## config.mk

```make
export PLATFORM = sky130hd
export DESIGN_NAME = tx_fifo
export DESIGN_NICKNAME = d
export VERILOG_FILES = /design/src/rtl/tx_fifo.sv
export SDC_FILE = /design/constraint.sdc
export NUM_CORES = 1
export LEC_CHECK = 0
export ABC_AREA = 0
export ABC_CLOCK_PERIOD_IN_PS = 2670
export BUFFER_PORTS_ARGS = -buffer_cell sky130_fd_sc_hd__buf_2
export CORE_MARGIN = 5
export CORE_UTILIZATION = 44
export CTS_BUF_LIST = sky130_fd_sc_hd__clkbuf_8
export DETAILED_ROUTE_END_ITERATION = 10
export GPL_ROUTABILITY_DRIVEN = 0
export GPL_TIMING_DRIVEN = 0
export SLEW_MARGIN = 30
export SYNTH_ARGS = -nofsm -noshare
export SYNTH_HDL_FRONTEND = slang
export SYNTH_SLANG_ARGS = --single-unit
```

## constraint.sdc

```tcl
create_clock -name PCLK -period 2.67 [get_ports PCLK]
set_input_delay 0.267 -clock PCLK [delete_from_list [all_inputs] [get_ports PCLK]]
set_output_delay 0.267 -clock PCLK [all_outputs]
set_load 0.02 [all_outputs]
```

## src/rtl/tx_fifo.sv

```systemverilog
// tx_fifo: 4-entry APB-fed transmit FIFO with a show-ahead head byte and a sticky overflow flag.
module tx_fifo #(
  parameter int FIFO_WIDTH = 8,
  parameter int FIFO_DEPTH = 4
) (
  input  logic                  PCLK,
  input  logic                  CLEAR,
  input  logic                  PSEL,
  input  logic                  PWRITE,
  input  logic [FIFO_WIDTH-1:0] PWDATA,
  input  logic                  tx_pop,
  output logic [FIFO_WIDTH-1:0] TxData,
  output logic                  tx_valid,
  output logic                  SSPTXINTR,
  output logic                  fifo_empty,
  output logic                  overflow,
  output logic [2:0]            count
);
  localparam logic [2:0] FULL = 3'(FIFO_DEPTH);
  logic [FIFO_WIDTH-1:0] mem [FIFO_DEPTH];
  logic [1:0] wr_ptr, rd_ptr;
  logic wr, push, pop;
  // a full FIFO still accepts a write when the head leaves in the same cycle
  always_comb begin
    wr = PSEL & PWRITE;
    pop = tx_pop & (count != 3'd0);
    push = wr & ((count != FULL) | pop);
  end
  always_ff @(posedge PCLK) begin
    if (CLEAR) begin
      wr_ptr <= 2'd0;
      rd_ptr <= 2'd0;
      count <= 3'd0;
      overflow <= 1'b0;
    end else begin
      wr_ptr <= push ? wr_ptr + 2'd1 : wr_ptr;
      rd_ptr <= pop ? rd_ptr + 2'd1 : rd_ptr;
      count <= count + 3'(push) - 3'(pop);
      overflow <= overflow | (wr & ~push);
    end
  end
  always_ff @(posedge PCLK) begin
    if (!CLEAR && push) mem[wr_ptr] <= PWDATA;
  end
  assign TxData = (count != 3'd0) ? mem[rd_ptr] : '0;
  assign tx_valid = count != 3'd0;
  assign SSPTXINTR = count == FULL;
  assign fifo_empty = count == 3'd0;
endmodule

```

# [Word level (Yosys, flattened, before mapping)]
# Memory sizes are Yosys's and may differ from the RTL's. A register that Yosys moved wholly into a read port is not among the register bits.
# Cells that the tools add are included.
[totals] input_bits=13 output_inout_bits=15 mem_count=1 register_bits=8 ramBits=32 wordCells=27
[op_classes] n_mux=5 add_sub_neg=4 n_eq_ne=2 bitwise=7 reduce_logical=4
[memory_table] name="mem" depth=4 width=8 read_ports=1 rd_ports_with_merged_regs=1 wr=1 line="20" text="logic [FIFO_WIDTH-1:0] mem [FIFO_DEPTH];"
[op_table] operator="2-to-1 mux 8 bit" n=1
[op_table] operator="adder 2 x 1 -> 2 bit (second input constant)" n=2
[op_table] operator="AND 1 bit" n=4
[op_table] operator="2-to-1 mux 2 bit" n=2
[op_table] operator="adder 3 x 1 -> 3 bit" n=1
[op_table] operator="equality test 3 bit (second input constant)" n=1
[op_table] operator="logical NOT 3 bit" n=1
[op_table] operator="!= test 3 bit (second input constant)" n=1
[op_table] operator="nonzero test 3 bit" n=1
[op_table] operator="subtractor 3 x 1 -> 3 bit" n=1
[op_table] operator="2-to-1 mux 1 bit" n=2
[op_table] operator="OR 1 bit" n=2
[op_table] operator="logical AND 1 bit" n=1
[op_table] operator="logical NOT 1 bit" n=1
[op_table] operator="NOT 1 bit" n=1

# [Depth between registers and ports, before layout]
[depth] ltp_word=7 mapped_depth=9 ltp_nobuf=9

# [Worst setup path after synthesis]
# No wires, ideal clock.
[synth_timing] path_type="reg-to-reg" from="register count[1]" to="register count[2]" setup_time_ps=78 path_stages_with_launch=10 arrival_ps=2010 required_time_ps=2592 period_less_slack_ps=2087 setup_slack_ps=583 path_buffers=0 path_cell_list="dfxtp_1 > o31ai_1 > a21oi_1 > a21o_1 > ha_1 > inv_1 > fa_1 > xor2_1 > and2_1 > nor3_1"
[synth_via] elab_chain_len=6 word_cells_on_any_way=7 cone_classes="2 x add/sub; 1 x eq/ne; 3 x bitwise; 1 x reduce/logical"
[synth_rtl] element="start, declared" line="17" text="output logic [2:0] count"
[synth_rtl] element="start signal, assigned" line="38" text="count <= count + 3'(push) - 3'(pop);"
[synth_rtl] element="nonzero test 3 bit" line="26" text="pop = tx_pop & (count != 3'd0);"
[synth_rtl] element="AND 1 bit" line="26"
[synth_rtl] element="OR 1 bit" line="27" text="push = wr & ((count != FULL) | pop);"
[synth_rtl] element="AND 1 bit" line="27"
[synth_rtl] element="adder 3 x 1 -> 3 bit" line="38"
[synth_rtl] element="subtractor 3 x 1 -> 3 bit *" line="38"
# Mark *: on every way between the ends. The rest lies on a longest branch, timed or not.
# A chain may end at the register's enable or synchronous reset.

# [Worst setup path after layout]
# Ends and elaborated chain as after synthesis.

==> summary.md <==
| Metric | Value |
|---|---|
| Tcrit/Tclk final | `80.2%` |
| Nets | `159` |
| Sequential share of the synthesized area | `67.8%` |
| Final Hold Slack | `0.191 ns` |
| Crit path to | `count[2]$_SDFF_PP0_` |
| WS Path Type | `reg2reg` |
| # Post-CTS Setup Buffers | `0` |
| Worst-skew pair later-pin latency | `0.29 ns` |
| FF+latch area | `1160 sq um` |
| CP Capture Type | `register` |
| Post-route insts no fill | `189` |
| # fillers | `325` |
| Reg2reg end | `count[2]$_SDFF_PP0_` |
| Cts repair resizes | `0` |
| Drt drc | `0` |
| Die X | `72.4 um` |
| Hold-fix buffers, CTS | `0` |
| Reg2Reg Depth | `9` |
| Post-Synthesis Cells | `106` |
| Crit path arrival time | `2.35 ns` |
| Reg clk slew, reported paths | `0.08 ns` |
| Met2 Usage GRT | `19.5%` |
| Max-capacitance violation count | `0` |
| Grt total ovfl | `0` |
| Placed insts | `181` |
| Top-area cell type share of the netlist area | `56.1%` |
| Antenna violations before repair | `0` |
| Synth cell types | `23` |
| PwrDens | `978 nW/um^2` |
| Antenna-violating nets left | `0` |
| Via Count | `926` |
| Minimum clock period | `2.14 ns` |
| Skew final | `0.00332 ns` |
| Multi-input gate area | `514 sq um` |
| Syn nets | `125` |
| R2r setup slk | `0.53 ns` |
| Mapped cell area | `1710 sq um` |
| # clock sinks | `42` |
| Die Y-Extent | `72.4 um` |
| RSZ-0062 raised after global routing | `no` |
| Pin count of the biggest net entering global routing | `14` |
| Port bufs | `27` |
| Met3 usage | `3.88%` |
| I/O pins | `28` |
| Hold Path Depth | `1` |
| CP Launch Type | `register` |
| Fin. max-slew vios | `0` |
| Setup TNS | `0 ns` |
| Worst-Margin Slew | `0.538 ns` |
| Vias in the first global route | `936` |
| Routed vias/inst | `4.90` |
| Rel. slew slack | `64.1%` |
| Hpwl dp | `1960 um` |
| Ys Warns | `0` |
| Crit path from | `count[1]$_SDFF_PP0_` |
| Cts bufs inserted | `5` |
| Synth Area per Inst | `16.1 sq um` |
| Max frequency | `0.467 GHz` |
| Hold Fails Final Rpt | `0` |
| H-tree levels | `2` |
| Layout Utilization | `54.9%` |
| Clock root buffer | `clkbuf_8` |
| RR Startpoint | `count[1]$_SDFF_PP0_` |
| Min-delay src | `PWDATA[7]` |
| GRT busiest layer | `met2` |
| Yosys top cell by area | `edfxtp_1` |
| Req. time, crit path | `2.88 ns` |
| First-pass GRT wire length | `4480 um` |
| Number of core rows | `22` |
| Number of diodes | `0` |
| Synth area leaders | `edfxtp_1 56%, dfxtp_1 12%, mux4_2 11%` |
| Die Area | `5240 sq um` |
| Initial Util | `46.1%` |
| Area Growth Syn to Fin | `19.2%` |
| Met1 Track Usage GR | `14.0%` |
| Crit Path Max Fanout | `8` |
| Hold WC Path Type | `in2reg` |
| Pleak | `0.762 nW` |
| DR iter-0 viols | `45` |
| Final wirelength | `2790 um` |
| Core area | `3720 sq um` |
| Total Power | `1.99 mW` |
| WL/cell | `14.8 um` |
| Run status | `completed` |
| Finish-stage setup viols | `0` |
| Drt pass-1 iters | `4` |
| CTS max path bufs | `2` |
| Share of layout cells above drive strength 1 | `31.9%` |
| CTS tree | `yes` |
| Peak supply drop | `565 uV` |
| Seq cells post-synth | `42` |
| Total GRT Usage | `11.7%` |
[worst min path at each step]
stage                     endpoint
2_1_floorplan  mem[0][0]$_DFFE_PP_
3_3_place_gp   overflow$_SDFF_PP0_
3_5_place_dp   overflow$_SDFF_PP0_
4_1_cts        mem[0][7]$_DFFE_PP_
5_1_grt        mem[2][0]$_DFFE_PP_
6_report       mem[2][7]$_DFFE_PP_
[per-layer routing]
| layer | share of wire (%) | vias to the layer above | wire length (um) |
|---|---|---|---|
| met4 | 1.7 | 0 | 48 |
| li1 | - | 461 | - |
| met1 | 43 | 434 | 1190 |
| met3 | 6.1 | 5 | 169 |
| met5 | 0 | - | 0 |
| met2 | 49 | 26 | 1380 |
[cells by family after synthesis]
logic type	Yosys count	share of synthesized area (%)
muxes	8	10.5
buffers and inverters	9	2.12
and+or+nand+nor	30	10.4
xor gates and xnor gates	2	1.02
DFF	42	67.8
AOI/OAI and AO/OA	9	3.29
adders and majority gates	6	4.82
[flip-flops by register name, indices dropped and copies added, names as in the netlist, named ones only]
name / cells
mem: 32
count: 3
rd_ptr: 2
wr_ptr: 2
overflow: 1
[cell usage after synthesis, drive strengths merged]
cell	instances
a21o	1
a21oi	3
a41oi	1
and2	5
buf	2
clkbuf	2
dfxtp	10
edfxtp	32
fa	1
ha	5
inv	5
mux4	8
nand2	2
nor2	6
nor2b	9
nor3	3
nor3b	1
nor4b	1
o21ai	2
o31ai	2
or3	2
or4b	1
xor2	2
[placed cells by master (no fill, tap or decap), drive strengths merged, types with 2 or more instances in the layout]
cell,synthesis,layout
a21oi,3,3
and2,5,5
buf,2,29
bufinv,0,2
clkbuf,2,7
dfxtp,10,10
edfxtp,32,32
ha,5,5
inv,5,5
mux4,8,8
nand2,2,2
nor2,6,6
nor2b,9,9
nor3,3,3
o21ai,2,2
o31ai,2,2
or3,2,2
xor2,2,2
[area by class of cell]
type | instances | area share, %
Inverter | 5 | 0.920
Clock buffer | 5 | 3.37
Timing Repair Buffer | 27 | 6.63
Clock inverter | 3 | 3.13
Buffer | 4 | 0.859
Multi-Input combinational cell | 55 | 25.2
Tap cell | 48 | 2.94
Sequential cell | 42 | 56.9
[worst max-delay path, cell delays in order (launching register included)]
cell and delay, ns:
dfxtp_1 0.50, o31ai_1 0.19, a21oi_1 0.26, a21o_1 0.13, ha_1 0.14, inv_1 0.05, fa_1 0.36, xor2_1 0.16
and2_1 0.16, nor3_1 0.12
[report_power, final]
group	leakage [nW]	switching [mW]	internal, mW
Sequential	0.371	0.0445	0.753
Clock	0.0658	0.204	0.370
Combinational	0.325	0.363	0.260
Total	0.762	0.611	1.38
[per-stage QoR]
step           setup slack, ns  area [sq um]
5_1_grt                  0.314          2040
3_5_place_dp             0.533          1910
2_1_floorplan            0.583          1710
6_report                 0.530          2040
3_3_place_gp             0.595          1910
4_1_cts                  0.499          2040
No activity file was read; power rests on OpenSTA's default activity.
